===== src/rtl/uart_game_decoder.sv =====
// Parses the 49-byte ASCII game-state frame popped from the UART RX FIFO and commits it atomically.
// Optional inter-byte gap timeout: define UART_DECODER_TIMEOUT_EN.
module uart_game_decoder #(
    parameter int DATA_WIDTH     = 8,
    parameter int TIMEOUT_CYCLES = 650_000
) (
    input  logic                  clk,
    input  logic                  rst_n,
    input  logic [DATA_WIDTH-1:0] rx_data,
    input  logic                  rx_empty,
    output logic                  rd_uart,
    output logic [11:0]           char_x,
    output logic [11:0]           char_y,
    output logic [3:0]            char_hp,
    output logic [3:0]            char_aggro,
    output logic                  flip_h,
    output logic [1:0]            char_class,
    output logic [11:0]           boss_x,
    output logic [11:0]           boss_y,
    output logic [6:0]            boss_hp,
    output logic                  data_valid,
    output logic                  frame_error
);

    if (DATA_WIDTH != 8 || TIMEOUT_CYCLES < 1) begin : g_bad_cfg
        $error("uart_game_decoder: DATA_WIDTH must be 8 and TIMEOUT_CYCLES >= 1");
    end

    typedef enum logic [1:0] {S_HUNT, S_PARSE, S_COMMIT} state_t;

    localparam logic [7:0] CH_C = 8'h43;

    state_t      r_state;
    logic [5:0]  r_idx;
    logic [11:0] r_sh_cx, r_sh_cy, r_sh_bx, r_sh_by;
    logic [3:0]  r_sh_hp, r_sh_ag;
    logic        r_sh_fl;
    logic [1:0]  r_sh_cl;
    logic [6:0]  r_sh_bh;
    logic [11:0] r_cx, r_cy, r_bx, r_by;
    logic [3:0]  r_hp, r_ag;
    logic        r_fl;
    logic [1:0]  r_cl;
    logic [6:0]  r_bh;
    logic        r_dv, r_fe;

    logic [7:0]  w_byte;
    logic [3:0]  w_nib;
    logic        w_pop;
    logic        w_is_dig;
    logic        w_known;
    logic [7:0]  w_lit;
    logic [7:0]  w_dmax;
    logic        w_ok;

    assign w_byte  = rx_data[7:0];
    assign w_nib   = w_byte[3:0];
    assign w_pop   = rst_n && !rx_empty && (r_state == S_HUNT || r_state == S_PARSE);
    assign rd_uart = w_pop;

    // Template entry for the current index: either a literal or a digit with an upper bound.
    always_comb begin
        w_is_dig = 1'b0;
        w_known  = 1'b1;
        w_lit    = 8'h00;
        w_dmax   = 8'h3F;
        case (r_idx)
            6'd0:                                          w_lit = CH_C;
            6'd1, 6'd30:                                   w_lit = 8'h58;
            6'd2, 6'd8, 6'd14, 6'd18, 6'd22, 6'd26,
            6'd31, 6'd37, 6'd44:                           w_lit = 8'h3A;
            6'd6, 6'd35:                                   w_lit = 8'h2C;
            6'd7, 6'd36:                                   w_lit = 8'h59;
            6'd12, 6'd16, 6'd20, 6'd24, 6'd28, 6'd41:      w_lit = 8'h7C;
            6'd13, 6'd43:                                  w_lit = 8'h48;
            6'd17:                                         w_lit = 8'h41;
            6'd21:                                         w_lit = 8'h46;
            6'd25:                                         w_lit = 8'h54;
            6'd29, 6'd42:                                  w_lit = 8'h42;
            6'd47:                                         w_lit = 8'h0D;
            6'd48:                                         w_lit = 8'h0A;
            6'd3, 6'd4, 6'd5, 6'd9, 6'd10, 6'd11, 6'd15,
            6'd19, 6'd32, 6'd33, 6'd34, 6'd38, 6'd39,
            6'd40, 6'd46:                                  w_is_dig = 1'b1;
            6'd23: begin w_is_dig = 1'b1; w_dmax = 8'h31; end
            6'd27: begin w_is_dig = 1'b1; w_dmax = 8'h33; end
            6'd45: begin w_is_dig = 1'b1; w_dmax = 8'h37; end
            default:                                       w_known = 1'b0;
        endcase
    end

    assign w_ok = w_known && (w_is_dig ? (w_byte >= 8'h30 && w_byte <= w_dmax)
                                       : (w_byte == w_lit));

`ifdef UART_DECODER_TIMEOUT_EN
    localparam int GAP_W = $clog2(TIMEOUT_CYCLES + 1);
    logic [GAP_W-1:0] r_gap;
`endif

    always_ff @(posedge clk or negedge rst_n) begin
        if (!rst_n) begin
            r_state <= S_HUNT;
            r_idx   <= '0;
            r_sh_cx <= '0; r_sh_cy <= '0; r_sh_bx <= '0; r_sh_by <= '0;
            r_sh_hp <= '0; r_sh_ag <= '0; r_sh_fl <= 1'b0; r_sh_cl <= '0; r_sh_bh <= '0;
            r_cx    <= '0; r_cy <= '0; r_bx <= '0; r_by <= '0;
            r_hp    <= '0; r_ag <= '0; r_fl <= 1'b0; r_cl <= '0; r_bh <= '0;
            r_dv    <= 1'b0;
            r_fe    <= 1'b0;
`ifdef UART_DECODER_TIMEOUT_EN
            r_gap   <= '0;
`endif
        end else begin
            r_dv <= 1'b0;
            r_fe <= 1'b0;
`ifdef UART_DECODER_TIMEOUT_EN
            if (w_pop || r_state != S_PARSE)
                r_gap <= '0;
`endif
            case (r_state)
                S_HUNT: begin
                    if (w_pop && w_byte == CH_C) begin
                        r_idx   <= 6'd1;
                        r_state <= S_PARSE;
                    end
                end
                S_PARSE: begin
                    if (w_pop) begin
                        if (w_ok) begin
                            case (r_idx)
                                6'd3, 6'd4, 6'd5:    r_sh_cx <= {r_sh_cx[7:0], w_nib};
                                6'd9, 6'd10, 6'd11:  r_sh_cy <= {r_sh_cy[7:0], w_nib};
                                6'd15:               r_sh_hp <= w_nib;
                                6'd19:               r_sh_ag <= w_nib;
                                6'd23:               r_sh_fl <= w_nib[0];
                                6'd27:               r_sh_cl <= w_nib[1:0];
                                6'd32, 6'd33, 6'd34: r_sh_bx <= {r_sh_bx[7:0], w_nib};
                                6'd38, 6'd39, 6'd40: r_sh_by <= {r_sh_by[7:0], w_nib};
                                6'd45, 6'd46:        r_sh_bh <= {r_sh_bh[2:0], w_nib};
                                default: ;
                            endcase
                            if (r_idx == 6'd48) begin
                                // Publish on the same edge that accepts LF so all fields change together.
                                r_cx    <= r_sh_cx; r_cy <= r_sh_cy; r_bx <= r_sh_bx; r_by <= r_sh_by;
                                r_hp    <= r_sh_hp; r_ag <= r_sh_ag; r_fl <= r_sh_fl;
                                r_cl    <= r_sh_cl; r_bh <= r_sh_bh;
                                r_dv    <= 1'b1;
                                r_idx   <= '0;
                                r_state <= S_COMMIT;
                            end else begin
                                r_idx <= r_idx + 6'd1;
                            end
                        end else begin
                            r_fe <= 1'b1;
                            if (w_byte == CH_C) begin
                                r_idx <= 6'd1;
                            end else begin
                                r_idx   <= '0;
                                r_state <= S_HUNT;
                            end
                        end
                    end
`ifdef UART_DECODER_TIMEOUT_EN
                    else if (r_gap == GAP_W'(TIMEOUT_CYCLES - 1)) begin
                        r_fe    <= 1'b1;
                        r_idx   <= '0;
                        r_state <= S_HUNT;
                    end else begin
                        r_gap <= r_gap + 1'b1;
                    end
`endif
                end
                default: r_state <= S_HUNT;
            endcase
        end
    end

    assign char_x      = r_cx;
    assign char_y      = r_cy;
    assign char_hp     = r_hp;
    assign char_aggro  = r_ag;
    assign flip_h      = r_fl;
    assign char_class  = r_cl;
    assign boss_x      = r_bx;
    assign boss_y      = r_by;
    assign boss_hp     = r_bh;
    assign data_valid  = r_dv;
    assign frame_error = r_fe;

endmodule


===== config.mk =====
export PLATFORM = sky130hd
export DESIGN_NAME = uart_game_decoder
export DESIGN_NICKNAME = d
export VERILOG_FILES = /design/src/rtl/uart_game_decoder.sv
export SDC_FILE = /design/constraint.sdc
export NUM_CORES = 1
export LEC_CHECK = 0
export ABC_CLOCK_PERIOD_IN_PS = 6700
export BUFFER_PORTS_ARGS = -buffer_cell sky130_fd_sc_hd__buf_2
export CAP_MARGIN = 10
export CORE_MARGIN = 10
export CORE_UTILIZATION = 55
export CTS_CLUSTER_SIZE = 16
export DETAILED_ROUTE_END_ITERATION = 16
export HOLD_SLACK_MARGIN = 0.03
export PLACE_DENSITY = 0.78
export SETUP_SLACK_MARGIN = 0.5
export SLEW_MARGIN = 20
export SYNTH_ARGS = -nofsm -noshare
export SYNTH_HDL_FRONTEND = slang
export SYNTH_SLANG_ARGS = --single-unit

===== constraint.sdc =====
create_clock -name clk -period 6.7 [get_ports clk]
set_clock_uncertainty 0.15 [all_clocks]
set_input_delay 0.67 -clock clk [delete_from_list [all_inputs] [get_ports clk]]
set_output_delay 0.67 -clock clk [all_outputs]
set_load 0.01 [all_outputs]

After elaboration in Yosys (flattened, before gate mapping)
Cells that the tools add are included.
- register bits: 142
- bits in latches: 0
- bits in writable memories: 0
- memory bits (read-only): 0
- input port bits: 11
- output and inout bits: 69
- logic and storage cells: 140
- memories kept: 0
- add/subtract/negate cells: 1
- multiply operators: 0
- div/mod/pow operators: 0
- order comparisons: 2
- equality and inequality tests: 55
- shift operators: 0
- multiplexer cells: 24
- bitwise gates (word level): 0
- reductions and logical operators: 36
- operator list (cell ; count):
    $eq 6x6->1 const B ; 17
    $eq 6x5->1 const B ; 16
    $pmux 7 s13 ; 1
    $reduce_or 49->1 ; 1
    $eq 6x4->1 const B ; 8
    $reduce_and 4->1 ; 11
    $eq 6x3->1 const B ; 4
    $mux 6 ; 4
    $reduce_or 18->1 ; 1
    $eq 6x2->1 const B ; 2
    $pmux 4 s3 ; 1
    $pmux 6 s2 ; 1
    $reduce_or 2->1 ; 6
    $reduce_or 3->1 ; 4
    $mux 1 ; 11
    $mux 2 ; 5
    $reduce_or 9->1 ; 1
    $eq 8x7->1 const B ; 1
    $eq 8x8->1 ; 1
    $ge 8x6->1 const B ; 1
    $le 8x8->1 ; 1
    $add 6x1->6 const B ; 1
    $eq 6x1->1 const B ; 1
    $logic_not 6->1 ; 1
    13 further kinds ; 17

Longest topological paths before layout
- word-level depth: 9
- mapped depth: 16

Worst setup path after synthesis
Ideal clock, no wire load.
- kind: flip-flop to flip-flop
- start point: register r_idx[1]
- end point: register r_sh_cx[10]
- data arrival time: 3434 ps
- slack: 2991 ps
- stages on the path, launching flop included: 16
- clock period less this slack: 3709 ps
- path through: dfrtp_1 > inv_1 > ha_1 > clkbuf_1 > and3b_1 > a22oi_1 > inv_1 > ha_1 > a21oi_1 > a41oi_1 > or3_1 > o2111a_1 > a211oi_4 > and4bb_2 > buf_2 > mux2_2
- longest elaborated chain between the ends: 7
- elaborated cells on any way between the ends: 69
- those cells by class: order compare: 1; eq/ne: 49; mux: 5; reduce/logical: 14
- RTL lines (what ; line ; text):
    start, declared ; 34 ; logic [5:0] r_idx;
    start signal, assigned ; 151 ; r_idx <= r_idx + 6'd1;
    $eq 6x6->1 (tied with other cells) ; 67 ; case (r_idx)
    $pmux 4 s3 (tied with other cells) ; 67 ;
    $le 8x8->1 or $pmux 7 s13 (tied branches) ; 92, 67 ;
    $logic_and 1x1->1 or $eq 8x8->1 (tied branches) ; 92, 93 ;
    $mux 1 ; 92 ; assign w_ok = w_known && (w_is_dig ? (w_byte >= 8'h30 && w_byte <= w_dmax)
    $logic_and 1x1->1 ; 92 ;
    $reduce_and 4->1 (no line) * ; -- ;
    end signal, assigned ; 131 ; 6'd3, 6'd4, 6'd5: r_sh_cx <= {r_sh_cx[7:0], w_nib};
    end, declared ; 35 ; logic [11:0] r_sh_cx, r_sh_cy, r_sh_bx, r_sh_by;
Mark *: on every way between the ends. The rest lies on a longest branch, timed or not.
A chain may end at the register's enable or synchronous reset.

Final worst setup path
- start point: register r_idx[2]
- end point: register r_cx[7] (netlist: char_x[7])
- longest elaborated chain between the ends: 7
- elaborated cells on any way between the ends: 68
- those cells by class: order compare: 1; eq/ne: 49; mux: 5; reduce/logical: 13
- RTL lines (what ; line ; text):
    $eq 6x6->1 (tied with other cells) ; 67 ;
    $pmux 4 s3 (tied with other cells) ; 67 ;
    $le 8x8->1 or $pmux 7 s13 (tied branches) ; 92, 67 ;
    $logic_and 1x1->1 or $eq 8x8->1 (tied branches) ; 92, 93 ;
    $mux 1 ; 92 ;
    $logic_and 1x1->1 ; 92 ;
    $reduce_and 4->1 (no line) * ; -- ;
    end signal, assigned ; 144 ; r_cx <= r_sh_cx; r_cy <= r_sh_cy; r_bx <= r_sh_bx; r_by <= r_sh_by;
    end, declared ; 40 ; logic [11:0] r_cx, r_cy, r_bx, r_by;
Marked as above.

==> flow_summary.toml <==
[clocking]
clk_pin_slew_ns = 0.06
cts_htree_levels = 4
post-cts-setup-buffers = 0
clock_path_buffers = 2
clock_latency_ns = 0.41
hold_buffers = 0
postCtsResizedCells = 0
cts_root_buf = "clkbuf_16"
cts_tree = "built"
cts_buffers = 17
clock-sinks = 142

[synth]
synth_seq_cells = 142
synth_warnings = 0
synth_cell_types = 63
yosys.area.top_type = "dfrtp_1"
async_reset_ff_share_pct = 100
syn_area_um2 = 6550
syn_inst = 508
postSynthNetCount = 526
synth_area_leaders = "dfrtp_1, mux2_2, mux2_1"
syn_avg_cell_area_um2 = 12.9
synth_top_area_share_pct = 54.3
yosys_most_used_dff = "dfrtp_1"
synth_edf_count = 0
yosysSeqAreaShare_pct = 54.3

[timing]
finalMaxSlewViolations = 0
fmax_mhz = 206
max_slew_margin_pct = 32.5
rsz0062_at_grt = "false"
setup-tns-final_ns = 0
finalCritPeriodShare_pct = 72.6
holdWs_ns = 0.132
hold_viol = 0
fin_crit_ns = 4.86
tightest_slew_ns = 0.998
setup_viol = 0

[cells_and_area]
fin_nets = 596
area_delta_synth_final_pct = 16.2
regArea_um2 = 3550
fillers = 845
multiInputGateArea_um2 = 2820
drive_above_1_share_pct = 39.8
diodes = 0

[critical_path]
r2r_start = "r_idx[2]"
crit_family = "simple AND/OR/NAND/NOR gates"
path_buf_inv = 2
startpoint = "r_idx[2]"
cp_data_arrival_time_ns = 5.00
start_kind = "flop"
reg2reg_slack_ns = 1.84
cp_slowest_cell = "dfrtp_1"
path_max_fanout = 68
endpoint_kind = "flop"
crit_type = "reg2reg"
worst-endpoint-required_ns = 6.84
slowest_delay_ns = 1.00
path_cells = "xor2_1 -> a22oi_1 -> inv_1 -> ha_1 -> a21oi_1 -> a41oi_1 -> or3_1 -> o2111a_1 -> a211oi_4 -> buf_4 -> nand3_4 -> mux2_1"

[power_and_ir_drop]
power.total_mw = 1.88
power_density_nw_per_um2 = 247
max-vdd-ir-drop_uv = 117
power.leakage_nw = 4.01

[global_route]
grt_max_degree = 78
grt_usage_pct = 17.5
grt_pass1_vias = 4468
antenna_found_initial = 0
grt_pass1_wl_um = 23300
grt_overflow_total = 0

[floorplanning]
initial_core_util_pct = 56.9
dieArea_um2 = 16700
ios = 80
rows = 39
core-area_um2 = 11500
die_height_um = 129
die_w_um = 129

[route]
routed-via-count = 4382
drt-total-wl_um = 14200
drc = 0
via_per_inst = 5.98
ant_nets = 0
routedWlPerCell_um = 19.3
drt-initial-drc-count = 309
firstDrtPassIters = 8

[placed_design]
port_buffers = 79
place_congestion = 0.907
dp_hpwl_um = 9370

[min_path]
hold_path.class = "in2async"

[outcome]
status = "finished clean"

[run]
drv_cap = 0
## worst reg2reg max path, delay by kind of cell (launching register included)
| kind | cells | cell delay (ns) |
|---|---|---|
| and+or+nand+nor | 2 | 1.16 |
| adders and majority gates | 1 | 0.30 |
| muxes | 1 | 0.69 |
| AOI/OAI and AO/OA | 5 | 0.87 |
| buffers and inverters | 2 | 0.33 |
| DFF | 1 | 1.00 |
| xor gates and xnor gates | 1 | 0.24 |
## synth_stat cells, drive strengths merged, types with 4 or more instances
library cell	instances
o21ai	12
nand3b	6
clkbuf	12
a21oi	8
nand3	15
and3b	5
and3	4
nor2b	5
nand2	16
a22oi	6
nor3	8
mux2	132
nor4	4
nand2b	9
ha	7
buf	19
dfrtp	142
nand4	5
xor2	5
and2	4
inv	8
nor2	18
## where the power goes
group          switching [mW]  leakage, nW  internal, mW  total [mW]
logic                  0.0479         1.75        0.0185      0.0664
registers             0.00132         1.98         0.859       0.860
clock network           0.355        0.286         0.596       0.951
total                   0.404         4.01          1.47        1.88
## area by class of cell
| class | instances | area share, % |
|---|---|---|
| clock inverters | 12 | 2.12 |
| inverters | 8 | 0.395 |
| repair buffers | 82 | 5.57 |
| well taps | 143 | 2.35 |
| flip-flops and latches | 142 | 46.7 |
| multi-input cells | 327 | 37.1 |
| clock buffers | 19 | 5.82 |
## layer usage
metal | vias up | share of wire [%] | track usage, %
li1 | 2008 | - | -
met1 | 2218 | 41 | 21.0
met2 | 133 | 52 | 29.9
met3 | 23 | 5.6 | 4.32
met4 | 0 | 1.9 | 6.56
met5 | - | 0 | 0
## cell usage in the layout (no fill, tap or decap), types with 6 or more instances in the layout
cell type / synthesis / routed
mux2_2: 114 / 114
a21oi_1: 8 / 8
nand3_1: 14 / 14
inv_1: 8 / 8
buf_2: 13 / 78
nand2_1: 16 / 16
o21ai_0: 10 / 10
ha_1: 7 / 7
mux2_1: 18 / 18
clkbuf_16: 0 / 17
a22oi_1: 6 / 6
nand3b_1: 6 / 6
nor3_1: 8 / 8
dfrtp_1: 142 / 142
nand2b_1: 9 / 9
nor2_1: 18 / 18
## through the flow
stage               instances  cell area (um2)  util [%]  worst slack (ns)
global placement          702             7010      60.8              1.91
CTS                       733             7610      66.1              1.89
finish                    733             7610      66.1              1.84
global route              733             7610      66.1              1.50
floorplan                 508             6550         -              2.99
detailed placement        702             7010      60.8              1.89
## worst paths after layout
path                               to  depth (start not counted)
setup / recovery            char_x[7]                         12
hold / removal              boss_y[4]                          1
setup reg to reg            char_x[7]                         12
hold reg to reg            boss_hp[6]                          1
max in group asynchronous  r_sh_ag[0]                          2
min in group clk           boss_hp[6]                          1
## flip-flops by register name, summed over array words and instances (netlist names), 6 cells and up
| name | flops |
|---|---|
| r_sh_by | 12 |
| r_sh_cx | 12 |
| char_y | 12 |
| r_idx | 6 |
| r_sh_bh | 7 |
| boss_y | 12 |
| boss_x | 12 |
| r_sh_bx | 12 |
| boss_hp | 7 |
| char_x | 12 |
| r_sh_cy | 12 |
## cells by family (layout without fill, tap and decap cells)
kind of cell | count (synthesis) | in the layout | share of synthesized area (%)
AO/OA/AOI/OAI | 57 | 57 | 6.50
adder cells (fa/ha/maj) | 7 | 7 | 1.34
XOR/XNOR | 8 | 8 | 1.07
AND/OR/NAND/NOR | 120 | 120 | 10.9
multiplexers | 135 | 135 | 23.2
flip-flops | 142 | 142 | 54.3
buffers and inverters | 39 | 121 | 2.77
(Power assumes the default switching activity.)
